--- src/rtl/spwtcr_pkg.sv ---
// spwtcr_pkg: SpaceWire TX character types, control codes and the character builder.
package spwtcr_pkg;

    typedef enum logic [2:0] {
        CHAR_DATA = 3'd0,
        CHAR_FCT  = 3'd1,
        CHAR_EOP  = 3'd2,
        CHAR_EEP  = 3'd3,
        CHAR_TIME = 3'd4
    } tx_char_t;

    localparam logic [1:0] CTRL_FCT = 2'b00;
    localparam logic [1:0] CTRL_EOP = 2'b01;
    localparam logic [1:0] CTRL_EEP = 2'b10;
    localparam logic [1:0] CTRL_ESC = 2'b11;

    localparam int CHAR_BITS = 14;
    localparam logic [3:0] LEN_CTRL = 4'd4;
    localparam logic [3:0] LEN_NULL = 4'd8;
    localparam logic [3:0] LEN_DATA = 4'd10;
    localparam logic [3:0] LEN_TIME = 4'd14;

    // bits[0] is transmitted first; hist is the XOR of the last sub-character's payload
    typedef struct packed {
        logic [CHAR_BITS-1:0] bits;
        logic [3:0]           len;
        logic                 hist;
    } tx_word_t;

    // control parity = 1 ^ hist ^ flag(1) = hist
    function automatic logic [3:0] ctrl_char(input logic h, input logic [1:0] c);
        return {c[0], c[1], 1'b1, h};
    endfunction

    function automatic tx_word_t build_char(input logic valid, input tx_char_t t,
                                            input logic [7:0] d, input logic h);
        tx_word_t w;
        logic [3:0] esc;
        esc = ctrl_char(h, CTRL_ESC);
        w = '{{6'd0, ctrl_char(^CTRL_ESC, CTRL_FCT), esc}, LEN_NULL, ^CTRL_FCT};
        if (valid) begin
            case (t)
                CHAR_DATA: w = '{{4'd0, d, 1'b0, ~h}, LEN_DATA, ^d};
                CHAR_FCT:  w = '{{10'd0, ctrl_char(h, CTRL_FCT)}, LEN_CTRL, ^CTRL_FCT};
                CHAR_EOP:  w = '{{10'd0, ctrl_char(h, CTRL_EOP)}, LEN_CTRL, ^CTRL_EOP};
                CHAR_EEP:  w = '{{10'd0, ctrl_char(h, CTRL_EEP)}, LEN_CTRL, ^CTRL_EEP};
                CHAR_TIME: w = '{{d, 1'b0, ~(^CTRL_ESC), esc}, LEN_TIME, ^d};
                default:   w = w;
            endcase
        end
        return w;
    endfunction

endpackage

--- src/rtl/spwtcr_tx_ds_out.sv ---
// spwtcr_tx_ds_out: bit-period divider and Data/Strobe line encoding.
module spwtcr_tx_ds_out #(
    parameter int DIV_WIDTH = 8
) (
    input  logic                 CLOCK,
    input  logic                 RESET,
    input  logic                 enable,
    input  logic [DIV_WIDTH-1:0] div,
    input  logic                 bit_strobe,
    input  logic                 bit_in,
    output logic                 Dout,
    output logic                 Sout,
    output logic                 bit_last
);

    logic [DIV_WIDTH-1:0] cnt;

    assign bit_last = cnt == '0;

    // strobe flips only when data repeats, so exactly one line changes per bit
    always_ff @(posedge CLOCK) begin
        if (RESET || !enable) begin
            Dout <= 1'b0;
            Sout <= 1'b0;
            cnt  <= '0;
        end else if (bit_strobe) begin
            Dout <= bit_in;
            Sout <= Sout ^ (bit_in == Dout);
            cnt  <= div;
        end else if (!bit_last) begin
            cnt  <= cnt - 1'b1;
        end
    end

endmodule

--- src/rtl/spwtcr_tx_ds_encoder.sv ---
// spwtcr_tx_ds_encoder: SpaceWire TX character encoder and D/S serializer.
// Optional SPWTCR_TX_STATS_EN adds NULL/DATA load counters with stats_clr.
module spwtcr_tx_ds_encoder
    import spwtcr_pkg::*;
#(
    parameter int DIV_WIDTH   = 8,
    parameter int SHIFT_WIDTH = 14
) (
    input  logic                 CLOCK,
    input  logic                 RESET,
    input  logic                 enable,
    input  logic [DIV_WIDTH-1:0] tx_div,
    input  logic                 char_valid,
    input  tx_char_t             char_type,
    input  logic [7:0]           char_data,
    output logic                 char_ready,
    output logic                 Dout,
    output logic                 Sout,
    output logic                 busy
`ifdef SPWTCR_TX_STATS_EN
    ,
    input  logic                 stats_clr,
    output logic [15:0]          null_count,
    output logic [15:0]          data_count
`endif
);

    typedef enum logic [1:0] {IDLE, LOAD, SHIFT} state_t;

    state_t                 state, nxt;
    logic [SHIFT_WIDTH-1:0] shreg;
    logic [3:0]             rem;
    logic                   hist;
    logic [DIV_WIDTH-1:0]   div_q;
    logic                   bit_last, last, advance, take, bit_strobe, bit_in;
    tx_word_t               c;

    // char_ready doubles as the load strobe: NULL is loaded when nothing is offered
    always_comb begin
        last       = state == SHIFT && bit_last && rem == 4'd0;
        advance    = state == SHIFT && bit_last && rem != 4'd0;
        char_ready = enable && !RESET && (state == LOAD || last);
        busy       = enable && !RESET && state == SHIFT;
        take       = char_valid && char_ready;
        c          = build_char(take, char_type, char_data, hist);
        bit_strobe = char_ready || advance;
        bit_in     = char_ready ? c.bits[0] : shreg[0];
        nxt        = !enable ? IDLE : state == IDLE ? LOAD : SHIFT;
    end

    always_ff @(posedge CLOCK) begin
        if (RESET || !enable) begin
            state <= IDLE;
            shreg <= '0;
            rem   <= '0;
            hist  <= 1'b0;
            div_q <= '0;
        end else begin
            state <= nxt;
            if (char_ready) begin
                shreg <= SHIFT_WIDTH'(c.bits >> 1);
                rem   <= c.len - 4'd1;
                hist  <= c.hist;
                div_q <= tx_div;
            end else if (advance) begin
                shreg <= shreg >> 1;
                rem   <= rem - 4'd1;
            end
        end
    end

    spwtcr_tx_ds_out #(.DIV_WIDTH(DIV_WIDTH)) u_out (
        .CLOCK      (CLOCK),
        .RESET      (RESET),
        .enable     (enable),
        .div        (char_ready ? tx_div : div_q),
        .bit_strobe (bit_strobe),
        .bit_in     (bit_in),
        .Dout       (Dout),
        .Sout       (Sout),
        .bit_last   (bit_last)
    );

`ifdef SPWTCR_TX_STATS_EN
    always_ff @(posedge CLOCK) begin
        if (RESET || stats_clr) begin
            null_count <= '0;
            data_count <= '0;
        end else begin
            if (char_ready && !(take && char_type <= CHAR_TIME))
                null_count <= null_count + 16'd1;
            if (take && char_type == CHAR_DATA)
                data_count <= data_count + 16'd1;
        end
    end
`endif

endmodule

--- config.mk ---
export PLATFORM = sky130hd
export DESIGN_NAME = spwtcr_tx_ds_encoder
export DESIGN_NICKNAME = d
export VERILOG_FILES = /design/src/rtl/spwtcr_pkg.sv /design/src/rtl/spwtcr_tx_ds_out.sv /design/src/rtl/spwtcr_tx_ds_encoder.sv
export SDC_FILE = /design/constraint.sdc
export NUM_CORES = 1
export LEC_CHECK = 0
export CORE_MARGIN = 2
export CORE_UTILIZATION = 35
export DETAILED_ROUTE_END_ITERATION = 6
export MAX_ROUTING_LAYER = met4
export SLEW_MARGIN = 10
export SYNTH_ARGS = -nofsm -noshare
export SYNTH_HDL_FRONTEND = slang
export SYNTH_SLANG_ARGS = --single-unit
--- constraint.sdc ---
create_clock -name CLOCK -period 7.12 [get_ports CLOCK]
set_input_delay 1.068 -clock CLOCK [delete_from_list [all_inputs] [get_ports CLOCK]]
set_output_delay 1.068 -clock CLOCK [all_outputs]
set_load 0.02 [all_outputs]
# ---- Word-level counts from Yosys, hierarchy flattened
# Index checks and enable logic that the tools add are counted.
dict set report totals {
  regBits 38
  input_bits 23
  output_inout_bits 4
  wordCells 53
}
dict set report classes {
  n_addsub 3
  n_eq_ne 8
  mux 11
  n_bitwise 3
  n_reduce_logical 20
}
# op count
set op_table {}
lappend op_table {{19-bit one-hot mux with 5 select lines} 1}
lappend op_table {{13-bit two-way mux} 2}
lappend op_table {{8-bit two-way mux} 3}
lappend op_table {{19-bit two-way mux} 1}
lappend op_table {{8-bit zero test} 1}
lappend op_table {{4-bit two-way mux} 2}
lappend op_table {{8-bit XOR reduction} 1}
lappend op_table {{4-bit by 1-bit subtractor with 4-bit output (second input constant)} 2}
lappend op_table {{8-bit by 1-bit subtractor with 8-bit output (second input constant)} 1}
lappend op_table {{1-bit logical AND} 7}
lappend op_table {{3-bit by 2-bit == test with 1-bit output (second input constant)} 2}
lappend op_table {{4-bit zero test} 1}
lappend op_table {{4-bit nonzero test} 1}
lappend op_table {{3-bit by 1-bit == test with 1-bit output (second input constant)} 1}
lappend op_table {{3-bit == test (second input constant)} 1}
lappend op_table {{3-bit zero test} 1}
lappend op_table {{1-bit logical OR} 3}
lappend op_table {{2-bit by 1-bit == test with 1-bit output (second input constant)} 1}
lappend op_table {{2-bit == test (second input constant)} 1}
lappend op_table {{1-bit zero test} 2}
lappend op_table {{2-bit zero test} 1}
lappend op_table {{2-bit two-way mux} 1}
lappend op_table {{2-bit by 1-bit inequality test with 1-bit output (second input constant)} 1}
lappend op_table {{1-bit NOT} 2}
lappend op_table {{other kinds (5)} 5}

# ---- Logic depth before layout (Yosys ltp)
dict set report logic_depth {
  word_depth 10
  mapped_depth 12
  depth_no_buf 12
}

# ---- By module
# Synthesis repeated with hierarchy kept, for this count alone.
dict set report hier_totals {
  hier_cells 267
  hier_area_um2 2117.0
}
# mod instances cells_each area_each_um2 seq_area_each_um2
set modules_own_cells {}
lappend modules_own_cells {spwtcr_tx_ds_encoder 1 199 1536.5 560.5}
lappend modules_own_cells {spwtcr_tx_ds_out 1 68 580.6 200.2}

# ---- Least setup slack after synthesis
# OpenSTA, ideal clock, no wires.
dict set report synth_path {
  kind {input -> register}
  startpoint {input port RESET}
  endpoint {register u_out.Sout}
  setup_time_ps 67
  t_arrival_ps 3157
  required_time_ps 7053
  slack_ps 3896
  path_stages 6
  path_buffers 0
  cell_sequence {nor4bb_1 or4b_4 a21o_1 and4_4 or3_1 a21oi_2}
}
dict set report synth_between {
  elab_chain_len 8
  word_cells_on_any_way 10
  cone_classes {eq/ne (1); mux (2); bitwise (1); reduce/logical (6)}
}
# element line
set synth_rtl {}
lappend synth_rtl {{start: declaration} spwtcr_tx_ds_encoder.sv:10} ;# input logic RESET,
lappend synth_rtl {{1-bit zero test} spwtcr_tx_ds_encoder.sv:42} ;# char_ready = enable && !RESET && (state == LOAD || last);
lappend synth_rtl {{1-bit logical AND (2 in series)} spwtcr_tx_ds_encoder.sv:42}
lappend synth_rtl {{1-bit logical AND} spwtcr_tx_ds_encoder.sv:44} ;# take = char_valid && char_ready;
lappend synth_rtl {{19-bit two-way mux} spwtcr_pkg.sv:41} ;# if (valid) begin
lappend synth_rtl {{1-bit two-way mux} spwtcr_tx_ds_encoder.sv:47} ;# bit_in = char_ready ? c.bits[0] : shreg[0];
lappend synth_rtl {{1-bit == test} spwtcr_tx_ds_out.sv:28} ;# Sout <= Sout ^ (bit_in == Dout);
lappend synth_rtl {{1-bit XOR} spwtcr_tx_ds_out.sv:28}
lappend synth_rtl {{end signal: assignment} spwtcr_tx_ds_out.sv:28}
lappend synth_rtl {{end: declaration} spwtcr_tx_ds_out.sv:12} ;# output logic Sout,
# Several ways; a longest one is shown, not always the timed one.
# A chain may end at the register's enable or synchronous reset.

# ---- Worst setup path after layout
dict set report layout_path {
  startpoint {register u_out.cnt[0]}
  endpoint {output port char_ready}
}
dict set report layout_between {
  elab_chain_len 5
}
# element line
set layout_rtl {}
lappend layout_rtl {{start: declaration} spwtcr_tx_ds_out.sv:16} ;# logic [DIV_WIDTH-1:0] cnt;
lappend layout_rtl {{start signal: assignment} spwtcr_tx_ds_out.sv:29} ;# cnt <= div;
lappend layout_rtl {{start signal: assignment} spwtcr_tx_ds_out.sv:31} ;# cnt <= cnt - 1'b1;
lappend layout_rtl {{8-bit zero test} spwtcr_tx_ds_out.sv:18} ;# assign bit_last = cnt == '0;
lappend layout_rtl {{1-bit logical AND (2 in series)} spwtcr_tx_ds_encoder.sv:40} ;# last = state == SHIFT && bit_last && rem == 4'd0;
lappend layout_rtl {{1-bit logical OR} spwtcr_tx_ds_encoder.sv:42}
lappend layout_rtl {{1-bit logical AND} spwtcr_tx_ds_encoder.sv:42}
lappend layout_rtl {{end: declaration} spwtcr_tx_ds_encoder.sv:16} ;# output logic char_ready,
# No other way between the ends.

==> results.py <==
metrics = {
    "sta": {
        "final.setup.tns_ns": 0,
        "final_hold_viol_count": 0,
        "slew_violations": 0,
        "rsz0062_at_grt": "false",
        "fin_crit_ns": 4.118,
        "tightest_slew_ns": 1.068,
        "fmax_mhz": 242.8,
        "max_slew_margin_pct": 28.77,
        "setup_viol": 0,
        "finClkSkew_ns": 0.009785,
        "final.period_utilization_pct": 57.84,
    },
    "setup_path": {
        "path_class": "flop to output pin",
        "cp.required_ns": 6.05,
        "worstPathArrival_ns": 3.05,
        "rrSetupSlack_ns": 4.11,
        "worstSetupEndpointType": "output pin",
        "crit_start": "u_out.cnt[0]$_SDFFE_PN0P_",
        "start_kind": "flop",
        "rr_startpoint": "u_out.cnt[0]$_SDFFE_PN0P_",
        "critPathMaxFanout": 11,
    },
    "drt": {
        "detail-route-antenna-nets": 0,
        "dr.pass1.iters": 6,
        "wire_per_inst_um": 12.96,
        "remaining_drc_errors": 0,
        "vias": 1756,
        "drt_iter0_drc": 92,
        "wl_um": 4340,
        "viasPerCell": 5.242,
    },
    "clock_tree": {
        "ctsResizeCount": 0,
        "numClockSinks": 38,
        "clock_latency_ns": 0.30,
        "cts_buffers": 5,
        "postCtsSetupBuffers": 0,
        "ctsHoldBuffers": 0,
        "clkTransAtPathRegs_ns": 0.08,
        "clock-root-buffer": "clkbuf_8",
        "clock_path_buffers": 2,
        "htree_levels": 2,
        "cts_tree": "built",
    },
    "final_layout": {
        "layout-drive-gt1-share_pct": 7.605,
        "multi_input_area_mm2": 0.001149,
        "syn_to_final_growth_pct": 21.98,
        "regArea_um2": 760.7,
        "fill_cells": 567,
        "final_cell_mix": "39 x nor2_1, 38 x dfxtp_1, 26 x clkdlybuf4s50_1, 17 x nand2_1, 17 x a211oi_1",
        "final_cells": 335,
        "nets": 288,
        "antenna_cells": 0,
        "final_common_cell": "nor2_1",
    },
    "logic_synthesis": {
        "ys_async_sr_fraction_pct": 0,
        "synth-seq-cells": 38,
        "ys_seq_area_share_pct": 38.51,
        "syn_area_per_cell_um2": 8.301,
        "syn-num-nets": 264,
        "synth_area_mm2": 0.001976,
        "syn_inst": 238,
        "ys_types": 46,
        "synth_edf_count": 0,
        "synth_warnings": 0,
        "synth_flop_cell": "dfxtp_1",
    },
    "power": {
        "combPwrFrac_pct": 41.8,
        "clockPowerShare_pct": 23.8,
        "cellInternalPower_mw": 0.4873,
        "p_sw_mw": 0.2672,
        "p_per_area_mw_per_mm2": 313.1,
        "vdd_drop_max_mv": 0.1163,
        "p_sw_share_pct": 35.41,
        "leakage_nw": 0.8779,
        "seqPwrFrac_pct": 34.4,
    },
    "global_routing": {
        "grt.busiest_layer": "met2",
        "met3_usage_pct": 3.750,
        "grt.overflow.total": 0,
        "grt_max_degree": 36,
        "grt_use_total_pct": 15.34,
        "grt_use_met2_pct": 22.97,
        "grt_pass1_vias": 1576,
        "antenna_found_initial": 0,
        "grt_pass1_wl_um": 7369,
        "grt_use_met1_pct": 20.39,
    },
    "min_path": {
        "hp-start": "shreg[5]$_SDFFE_PN0P_",
        "hold_path.class": "flop to flop",
    },
    "die": {
        "ios": 27,
        "row_count": 27,
        "die_h_um": 79.13,
        "die_w_um": 79.13,
        "die_area_mm2": 0.006262,
        "initial_core_util_pct": 36.10,
        "core_area_mm2": 0.005473,
    },
    "place": {
        "place_congestion": 0.7939,
        "io_buffers": 26,
        "dp.cells": 327,
        "post-dp-hpwl_um": 3073,
    },
    "run_status": {
        "status": "finished, final reports clean",
    },
    "run": {
        "drv_cap": 0,
    },
}
-- metal layers --
metal	share of wire (%)	vias to the layer above
met2	44	26
met3	3.5	7
li1	-	909
met5	0	-
met4	1.7	0
met1	50	814
-- kinds of logic after synthesis --
kind of cell | synth area share [%]
AO/OA/AOI/OAI | 18.87
XOR/XNOR | 6.207
adder cells (fa/ha/maj) | 1.900
buffers and inverters | 3.547
flip-flops | 38.51
multiplexers | 5.193
AND/OR/NAND/NOR | 25.78
-- area by class of cell --
class                      instances  area share, %
multi-input combinational        183          47.66
sequential                        38          31.57
timing repair buffer              29          11.73
tap                               72          3.738
clock buffer                       5          2.856
clock inverter                     3          1.661
inverter                           5         0.7788
-- cell usage after synthesis, drive strengths merged (2+ instances only) --
library cell	n	area, µm²
ha	3	37.54
mux2	2	22.52
clkbuf	7	26.28
nand2	17	63.81
and3	3	18.77
nor3	12	65.06
a22oi	2	15.01
a211oi	17	127.6
or2	2	12.52
nand2b	3	18.77
o21ai	10	50.04
or4	3	26.27
a21oi	12	63.81
buf	5	25.02
or3	2	12.51
nor2b	4	25.02
a311oi	2	17.52
and2	2	12.51
mux2i	8	80.08
xnor2	11	96.34
a21o	2	15.01
a221oi	3	26.28
dfxtp	38	760.7
nand3	4	20.02
inv	5	18.77
nand4	2	12.51
o211ai	2	15.01
nor2	39	146.4
xor2	3	26.28
nor4b	2	17.52
-- state kept, by name, indices dropped and copies added (netlist names) --
name	flops
u_out.Sout	1
rem	4
u_out.Dout	1
shreg	13
hist	1
div_q	8
state	2
u_out.cnt	8
-- stage by stage --
step | utilization [%] | worst slack, ns | power (mW) | hold WS, ns | area [µm²]
2_1_floorplan | - | 3.896 | 0.5176 | 0.4321 | 1976
3_3_place_gp | 42.04 | 3.119 | 0.5803 | 0.4404 | 2301
3_5_place_dp | 42.04 | 3.054 | 0.5803 | 0.4467 | 2301
4_1_cts | 44.03 | 2.991 | 0.7633 | 0.4564 | 2410
5_1_grt | 44.03 | 2.756 | 0.8218 | 0.4908 | 2410
6_report | 44.03 | 3.002 | 0.7545 | 0.4547 | 2410
-- critical path, cell delays in order (launching register included) --
cell	delay (ns)
dfxtp_1	0.33
inv_1	0.10
ha_1	0.16
or3b_1	0.40
nor3_1	0.36
a21o_1	0.38
nand2_1	0.17
inv_1	0.20
clkdlybuf4s50_1	0.64
-- power by group through the flow --
stage          clock, mW  combinational, mW  sequential, mW
2_1_floorplan          0              0.259           0.259
3_3_place_gp           0              0.317           0.264
3_5_place_dp           0              0.316           0.264
4_1_cts            0.185              0.319           0.259
5_1_grt            0.194              0.365           0.263
6_report           0.180              0.315           0.259
-- worst paths after layout --
kind                                         endpoint  cells past startpoint
worst max-delay path                       char_ready                      8
worst min-delay path            shreg[5]$_SDFFE_PN0P_                      2
worst max register to register    rem[2]$_SDFFE_PN0P_                     12
worst min register to register  shreg[5]$_SDFFE_PN0P_                      2
No activity file was read; power rests on OpenSTA's default activity.
